[config.mk]
export PLATFORM = sky130hd
export DESIGN_NAME = can_host_bus_if_flat
export DESIGN_NICKNAME = d
export VERILOG_FILES = /design/src/rtl/can_host_bus_if_if.sv /design/src/rtl/can_host_bus_if.sv /design/src/flat_wrapper.sv
export SDC_FILE = /design/constraint.sdc
export NUM_CORES = 1
export LEC_CHECK = 0
export ABC_AREA = 1
export CORE_MARGIN = 10
export CORE_UTILIZATION = 30
export CTS_CLUSTER_SIZE = 40
export DETAILED_ROUTE_END_ITERATION = 16
export PLACE_DENSITY_LB_ADDON = 0.3
export SETUP_SLACK_MARGIN = 0.3
export SLEW_MARGIN = 20
export SYNTH_ARGS = -nofsm -noshare
export SYNTH_HDL_FRONTEND = slang
export SYNTH_SLANG_ARGS = --single-unit
[constraint.sdc]
create_clock -name clk -period 3.3 [get_ports clk]
set_input_delay 0.825 -clock clk [delete_from_list [all_inputs] [get_ports clk]]
set_output_delay 0.825 -clock clk [all_outputs]
set_load 0.02 [all_outputs]
[src/rtl/can_host_bus_if_if.sv]
// Bus bundle between the local processor, the host bus interface and the
// CAN register bank: host request/response signals plus register-side strobes.
interface can_host_bus_if_if #(
   parameter int ADDR_WIDTH = 8,
   parameter int DATA_WIDTH = 8
);
   logic                  host_cs;
   logic                  host_wr;
   logic                  host_rd;
   logic [ADDR_WIDTH-1:0] host_addr;
   logic [DATA_WIDTH-1:0] host_wdata;
   logic [DATA_WIDTH-1:0] host_rdata;
   logic                  host_ack;
   logic                  host_err;
   logic [ADDR_WIDTH-1:0] reg_addr;
   logic [DATA_WIDTH-1:0] reg_wdata;
   logic                  reg_we;
   logic                  reg_re;
   logic [DATA_WIDTH-1:0] reg_rdata;

   // slave: the bus interface block; master: the processor plus register bank
   modport slave (
      input  host_cs, host_wr, host_rd, host_addr, host_wdata, reg_rdata,
      output host_rdata, host_ack, host_err, reg_addr, reg_wdata, reg_we, reg_re
   );

   modport master (
      output host_cs, host_wr, host_rd, host_addr, host_wdata, reg_rdata,
      input  host_rdata, host_ack, host_err, reg_addr, reg_wdata, reg_we, reg_re
   );
endinterface

[src/rtl/can_host_bus_if.sv]
// Host-side bus interface for the CAN register file: turns level-held host
// requests into registered address/data plus one-cycle reg_we/reg_re pulses.
module can_host_bus_if #(
   parameter int ADDR_WIDTH = 8,
   parameter int DATA_WIDTH = 8,
   parameter int RD_WAIT    = 2,
   parameter int U_DLY      = 1
) (
   input  logic                    clk,
   input  logic                    rst,
   can_host_bus_if_if.slave        bus,
   output logic [2:0]              state_o
);

   // Handshake: a request is held (host_cs plus one strobe) until host_ack
   // rises; host_ack then stays high until host_cs is seen low, after which
   // one dead HOLD cycle passes before the next request can be sampled.
   typedef enum logic [2:0] {
      ST_IDLE  = 3'd0,
      ST_WRITE = 3'd1,
      ST_READ  = 3'd2,
      ST_ACK   = 3'd3,
      ST_HOLD  = 3'd4
   } state_e;

   localparam logic [3:0] RdWaitInit = 4'(RD_WAIT);

   // Registers here are zero-delay; U_DLY is accepted only so existing
   // integrations that pass it keep elaborating.
   if (U_DLY > 0) begin : g_udly_accepted
   end

   state_e                state_q;
   logic [3:0]            cnt_q;
   logic [ADDR_WIDTH-1:0] reg_addr_q;
   logic [DATA_WIDTH-1:0] reg_wdata_q;
   logic [DATA_WIDTH-1:0] host_rdata_q;
   logic                  host_ack_q;
   logic                  host_err_q;
   logic                  reg_we_q;
   logic                  reg_re_q;

   always_ff @(posedge clk) begin
      if (rst) begin
         state_q      <= ST_IDLE;
         cnt_q        <= 4'd0;
         reg_addr_q   <= '0;
         reg_wdata_q  <= '0;
         host_rdata_q <= '0;
         host_ack_q   <= 1'b0;
         host_err_q   <= 1'b0;
         reg_we_q     <= 1'b0;
         reg_re_q     <= 1'b0;
      end else begin
         reg_we_q <= 1'b0;
         reg_re_q <= 1'b0;
         unique case (state_q)
            ST_IDLE: begin
               if (bus.host_cs) begin
                  if (bus.host_wr && !bus.host_rd) begin
                     reg_addr_q  <= bus.host_addr;
                     reg_wdata_q <= bus.host_wdata;
                     reg_we_q    <= 1'b1;
                     state_q     <= ST_WRITE;
                  end else if (bus.host_rd && !bus.host_wr) begin
                     reg_addr_q <= bus.host_addr;
                     cnt_q      <= RdWaitInit;
                     reg_re_q   <= 1'b1;
                     state_q    <= ST_READ;
                  end else if (bus.host_rd && bus.host_wr) begin
                     // Conflicting strobes: flag and acknowledge without touching registers
                     host_err_q <= 1'b1;
                     host_ack_q <= 1'b1;
                     state_q    <= ST_ACK;
                  end
               end
            end
            ST_WRITE: begin
               host_ack_q <= 1'b1;
               state_q    <= ST_ACK;
            end
            ST_READ: begin
               cnt_q <= cnt_q - 4'd1;
               if (cnt_q == 4'd1) begin
                  host_rdata_q <= bus.reg_rdata;
                  host_ack_q   <= 1'b1;
                  state_q      <= ST_ACK;
               end
            end
            ST_ACK: begin
               if (!bus.host_cs) begin
                  host_ack_q <= 1'b0;
                  state_q    <= ST_HOLD;
               end
            end
            ST_HOLD: state_q <= ST_IDLE;
            default: state_q <= ST_IDLE;
         endcase
      end
   end

   assign bus.host_rdata = host_rdata_q;
   assign bus.host_ack   = host_ack_q;
   assign bus.host_err   = host_err_q;
   assign bus.reg_addr   = reg_addr_q;
   assign bus.reg_wdata  = reg_wdata_q;
   assign bus.reg_we     = reg_we_q;
   assign bus.reg_re     = reg_re_q;
   assign state_o        = state_q;

endmodule

[src/flat_wrapper.sv]
// flat-port wrapper written by rule: the top's interface ports become plain ports
module can_host_bus_if_flat 
#(
   parameter int ADDR_WIDTH = 8,
   parameter int DATA_WIDTH = 8,
   parameter int RD_WAIT    = 2,
   parameter int U_DLY      = 1
)
  (clk, rst, state_o, bus_host_cs, bus_host_wr, bus_host_rd, bus_host_addr, bus_host_wdata, bus_reg_rdata, bus_host_rdata, bus_host_ack, bus_host_err, bus_reg_addr, bus_reg_wdata, bus_reg_we, bus_reg_re);
  can_host_bus_if_if #(.ADDR_WIDTH(ADDR_WIDTH), .DATA_WIDTH(DATA_WIDTH)) bus_i ();
  input  logic clk;
  input  logic rst;
  output logic [2:0] state_o;
  input wire logic [$bits(bus_i.host_cs)-1:0] bus_host_cs;
  input wire logic [$bits(bus_i.host_wr)-1:0] bus_host_wr;
  input wire logic [$bits(bus_i.host_rd)-1:0] bus_host_rd;
  input wire logic [$bits(bus_i.host_addr)-1:0] bus_host_addr;
  input wire logic [$bits(bus_i.host_wdata)-1:0] bus_host_wdata;
  input wire logic [$bits(bus_i.reg_rdata)-1:0] bus_reg_rdata;
  output wire logic [$bits(bus_i.host_rdata)-1:0] bus_host_rdata;
  output wire logic [$bits(bus_i.host_ack)-1:0] bus_host_ack;
  output wire logic [$bits(bus_i.host_err)-1:0] bus_host_err;
  output wire logic [$bits(bus_i.reg_addr)-1:0] bus_reg_addr;
  output wire logic [$bits(bus_i.reg_wdata)-1:0] bus_reg_wdata;
  output wire logic [$bits(bus_i.reg_we)-1:0] bus_reg_we;
  output wire logic [$bits(bus_i.reg_re)-1:0] bus_reg_re;
  assign bus_i.host_cs = bus_host_cs;
  assign bus_i.host_wr = bus_host_wr;
  assign bus_i.host_rd = bus_host_rd;
  assign bus_i.host_addr = bus_host_addr;
  assign bus_i.host_wdata = bus_host_wdata;
  assign bus_i.reg_rdata = bus_reg_rdata;
  assign bus_host_rdata = bus_i.host_rdata;
  assign bus_host_ack = bus_i.host_ack;
  assign bus_host_err = bus_i.host_err;
  assign bus_reg_addr = bus_i.reg_addr;
  assign bus_reg_wdata = bus_i.reg_wdata;
  assign bus_reg_we = bus_i.reg_we;
  assign bus_reg_re = bus_i.reg_re;
  can_host_bus_if #(.ADDR_WIDTH(ADDR_WIDTH), .DATA_WIDTH(DATA_WIDTH), .RD_WAIT(RD_WAIT), .U_DLY(U_DLY)) u_core (.clk(clk), .rst(rst), .bus(bus_i), .state_o(state_o));
endmodule
After elaboration in Yosys (flattened, before gate mapping):

Index checks and enable logic that the tools add are counted.

* bits in registers: 35
* logic and storage cells: 66

* reduce and logical (&&, ||, !) cells: 18
* equality and inequality tests: 12
* bitwise logic cells: 4
* add/subtract/negate cells: 1
* muxes and demuxes: 22

Operators by type and width (number)
* $mux 3: 6
* $mux 8: 2
* $mux 4: 3
* $pmux 3 s4: 1
* $mux 1: 8
* $ne 2x2->1 const B: 4
* $pmux 4 s2: 1
* $reduce_and 4->1: 2
* $reduce_and 7->1: 1
* $eq 3x2->1 const B: 2
* $ne 2x1->1 const B: 3
* $reduce_and 3->1: 2
* $reduce_and 5->1: 1
* $eq 4x1->1 const B: 1
* $ne 4x1->1 const B: 1
* $not 1->1: 4
* $pmux 1 s4: 1
* $reduce_bool 2->1: 2
* $reduce_bool 4->1: 1
* $reduce_or 4->1: 1
* $sub 4x1->4 const B: 1
* $eq 3x1->1 const B: 1
* $logic_and 1x1->1: 3
* $logic_not 3->1: 1
* other kinds (3): 4

Longest topological paths before layout:

* depth in word-level cells: 6
* mapped depth: 9
* depth with buffers taken out: 9

Worst setup path before layout:

OpenSTA, ideal clock, no wires.

* kind: input -> register
* start point: input bus_host_rd
* end point: register u_core.reg_addr_q[0] (netlist: u_core.bus.reg_addr[0])
* setup slack: 1.481 ns
* library setup time: 0.116 ns
* data required time: 3.184 ns
* stages: 6
* arrival: 1.703 ns
* cells stage by stage: inv_1 > ha_1 > nor3_4 > inv_2 > nor2_1 > nor2_1

* word-level cells in the longest chain between the ends: 4
* elaborated cells on any way between the ends: 6
* classes of those cells: 1 x mux; 5 x reduce/logical

Ends and longest elaborated chain
* start, declared: RTL line flat_wrapper.sv:16 `input wire logic [$bits(bus_i.host_rd)-1:0] bus_host_rd;`
* $logic_not 1->1: RTL line can_host_bus_if.sv:60 `if (bus.host_wr && !bus.host_rd) begin`
* $logic_and 1x1->1: RTL line can_host_bus_if.sv:60
* $reduce_bool 2->1 (no source line)
* $reduce_and 3->1 (no source line)
* end signal, assigned: RTL line can_host_bus_if.sv:61 `reg_addr_q <= bus.host_addr;`
* end signal, assigned: RTL line can_host_bus_if.sv:66 `reg_addr_q <= bus.host_addr;`
* end, declared: RTL line can_host_bus_if.sv:35 `logic [ADDR_WIDTH-1:0] reg_addr_q;`

Parallel ways exist; a longest one is shown, timed or not.
A chain may end at the register's enable or synchronous reset.

Worst setup path after layout:

* start point: register u_core.state_q[1] (netlist: u_core.state_o[1])
* end point: output state_o[1]

RTL lines
* start, declared: RTL line can_host_bus_if.sv:33 `state_e state_q;`
* start signal, assigned: RTL line can_host_bus_if.sv:45 `state_q <= ST_IDLE;`
* start signal, assigned: RTL line can_host_bus_if.sv:64 `state_q <= ST_WRITE;`
* start signal, assigned: RTL line can_host_bus_if.sv:69 `state_q <= ST_READ;`
* end, declared: RTL line flat_wrapper.sv:13 `output logic [2:0] state_o;`

No word-level cell between the ends.

==> impl_metrics.env <==
export IMPL_endpoint_kind="output port"
export IMPL_gp_congestion=0.7353
export IMPL_finalSetupTns_ns=0
export IMPL_intPower_mw=0.9691
export IMPL_hp_class="reg2reg"
export IMPL_max_vdd_ir_drop_mv=0.3476
export IMPL_power_density_nw_per_um2=674.3
export IMPL_place_area_sq_um=2155
export IMPL_worst_path_max_delay_cell="clkdlybuf4s50_1"
export IMPL_cp_slowest_stage_delay_ns=0.67
export IMPL_wl_mm=4.036
export IMPL_post_synth_instance_area_sq_um=1489
export IMPL_switchingPower_mw=0.5597
export IMPL_initial_core_util=0.3132
export IMPL_dieArea_sq_um=8181
export IMPL_swShare=0.3661
export IMPL_clkLatencyLatePin_ns=0.29
export IMPL_h_tree_depth=2
export IMPL_crit_chain="clkdlybuf4s50_1"
export IMPL_wl_per_cell_um=12.46
export IMPL_antenna_found_initial=0
export IMPL_rsz0062_at_grt="no"
export IMPL_seq_area_frac_synth=0.4706
export IMPL_power_leakage_nw=0.9096
export IMPL_drtIter0Drc=75
export IMPL_critPathKind="reg2out"
export IMPL_critical_path_top_delay_family="buffers and inverters"
export IMPL_cts_tree="yes"
export IMPL_antenna_cells=0
export IMPL_grt_use_total=0.1004
export IMPL_outcome="complete, no violations"
export IMPL_finalSetupViolCount=0
export IMPL_ys_ff_latch=35
export IMPL_min_from="u_core.bus.reg_wdata[0]"
export IMPL_grt_overflow_total=0
export IMPL_worstHoldPathCells=2
export IMPL_syn_nets=228
export IMPL_grt_pass1_wl_mm=6.817
export IMPL_layout_common_cells="59 x clkdlybuf4s50_1, 39 x nor2_1, 35 x dfxtp_1"
export IMPL_final_net_count=291
export IMPL_final_common_cell="clkdlybuf4s50_1"
export IMPL_fin_crit_ns=2.265
export IMPL_synth_top_area_cell="dfxtp_1"
export IMPL_drive_gt1_frac=0.08949
export IMPL_clock_path_buffers=2
export IMPL_relSlewSlack=0.6794
export IMPL_avgViaCountPerCell=4.309
export IMPL_reg2reg_slack_ns=1.84
export IMPL_worst_pin_slew_ns=0.4804
export IMPL_finalHoldViolCount=0
export IMPL_synth_avg_cell_area_sq_um=7.715
export IMPL_clk_pin_slew_ns=0.07
export IMPL_yosysTopAreaCellShare=0.4706
export IMPL_core_area_sq_um=4755
export IMPL_postSynthCellCount=193
export IMPL_combPwrFrac=0.387
export IMPL_drt_first_pass_iters=4
export IMPL_clock_sinks=35
export IMPL_ctsResizeCount=0
export IMPL_grt_pass1_vias=1410
export IMPL_synth_area_leaders="dfxtp_1 47%, nor2_1 9.8%, nand2_1 7.3%, o21ai_0 6.7%, a21oi_1 5.4%"
export IMPL_dp_hpwl_mm=3.012
export IMPL_ios=60
export IMPL_grt_max_degree=20
export IMPL_crit_cells=1
export IMPL_period_share=0.6864
export IMPL_synthDistinctLibCells=23
export IMPL_yosys_warnings=0
export IMPL_required_ns=2.47
export IMPL_worstReg2RegStart="u_core.state_o[0]"
export IMPL_rows=25
export IMPL_finClkSkew_ns=0.005800
export IMPL_io_buffer_count=59
export IMPL_clkPwrFrac=0.252
export IMPL_crit_buf_inv=1
export IMPL_seqPwrFrac=0.361
export IMPL_drc_errors=0
export IMPL_dieHeight_um=90.45
export IMPL_reg2regPathDepth=7
export IMPL_worst_setup_path_start_kind="flop"
export IMPL_drv_slew=0
export IMPL_timing_fmax_mhz=441.5
export IMPL_cts_inserted_buffers=5
export IMPL_arrival_ns=1.44
export IMPL_final_area_sq_um=2267
export IMPL_cap_viol_max_count=0
export IMPL_drt_antenna_violating_nets=0
export IMPL_holdPathEnd="u_core.bus.reg_wdata[0]"
export IMPL_clockRootBuffer="clkbuf_8"
export IMPL_area_growth_pct=52.27
export IMPL_crit_fanout=6
export IMPL_die_w_um=90.45
export IMPL_holdBufCountCts=0
export IMPL_vias=1396
export IMPL_finish_utilization=0.4768
export IMPL_r2r_end="u_core.bus.reg_wdata[4]"
export IMPL_cts_setup_buffers=0
## Yosys cell counts
library cell and number:
nor2_2 2, nand4_1 3, nor3_4 1, nor2_1 39
buf_4 1, ha_1 6, nand2_4 1, buf_2 1
nand3_1 12, a21oi_1 16, nand2_1 29, inv_2 3
a31oi_1 1, o21ai_0 20, clkbuf_1 2, nand3_2 1
nor2_4 3, inv_1 12, xor2_1 1, buf_1 1
nand2_2 2, o31ai_1 1, dfxtp_1 35
## metal layers
layer | track usage | vias to the layer above | routed length (um)
li1 | - | 748 | -
met1 | 0.1177 | 599 | 1836
met2 | 0.1483 | 41 | 1758
met3 | 0.05569 | 8 | 390
met4 | 0.03979 | 0 | 50
met5 | 0 | - | 0
## how the worst max path moves through the flow
stage / from / end / slack, ns
after floorplan: bus_host_rd / u_core.bus.reg_addr[0] / 1.48
after global placement: bus_host_rd / u_core.bus.reg_addr[5] / 0.79
after detailed placement: bus_host_rd / u_core.bus.reg_addr[4] / 0.73
after CTS: u_core.state_o[1] / state_o[1] / 1.00
after global routing: bus_host_rd / u_core.bus.reg_addr[5] / 0.96
final: u_core.state_o[1] / state_o[1] / 1.03
## cell families after synthesis
| group | share of synthesized area |
|---|---|
| xor gates and xnor gates | 0.005883 |
| DFF | 0.4706 |
| and+or+nand+nor | 0.2891 |
| AOI/OAI and AO/OA | 0.1303 |
| buffers and inverters | 0.05378 |
| adders and majority gates | 0.05042 |
## stage by stage
stage / hold WS (ns) / std cells / setup slack [ns] / power [mW]
after floorplan: 0.4533 / 193 / 1.481 / 0.9421
after global placement: 0.4501 / 316 / 0.7862 / 1.155
after detailed placement: 0.4526 / 316 / 0.7313 / 1.155
after CTS: 0.4640 / 324 / 1.002 / 1.546
after global routing: 0.4874 / 324 / 0.9560 / 1.643
final: 0.4596 / 324 / 1.035 / 1.529
## power groups by stage
stage / combinational (mW) / clock (mW) / sequential, mW
2_1_floorplan: 0.322 / 0 / 0.620
3_3_place_gp: 0.594 / 0 / 0.561
3_5_place_dp: 0.594 / 0 / 0.561
4_1_cts: 0.597 / 0.396 / 0.553
5_1_grt: 0.660 / 0.419 / 0.564
6_report: 0.592 / 0.385 / 0.552
## flip-flops by register name (all words and copies together), names as in the netlist
signal	flops
u_core.bus.reg_wdata	8
u_core.state_o	3
u_core.cnt_q	4
u_core.bus.reg_we	1
u_core.bus.host_rdata	8
u_core.bus.host_err	1
u_core.bus.reg_re	1
u_core.bus.reg_addr	8
u_core.bus.host_ack	1
## final cells by class
type,count,area [sq um]
Clock buffer,5,68.82
Clock inverter,3,43.79
Fill cell,509,2487
Inverter,15,56.30
Multi-Input combinational cell,138,708.2
Sequential cell,35,700.7
Tap cell,67,83.83
Timing Repair Buffer,61,605.6
Power figures use the tool's default switching activity.
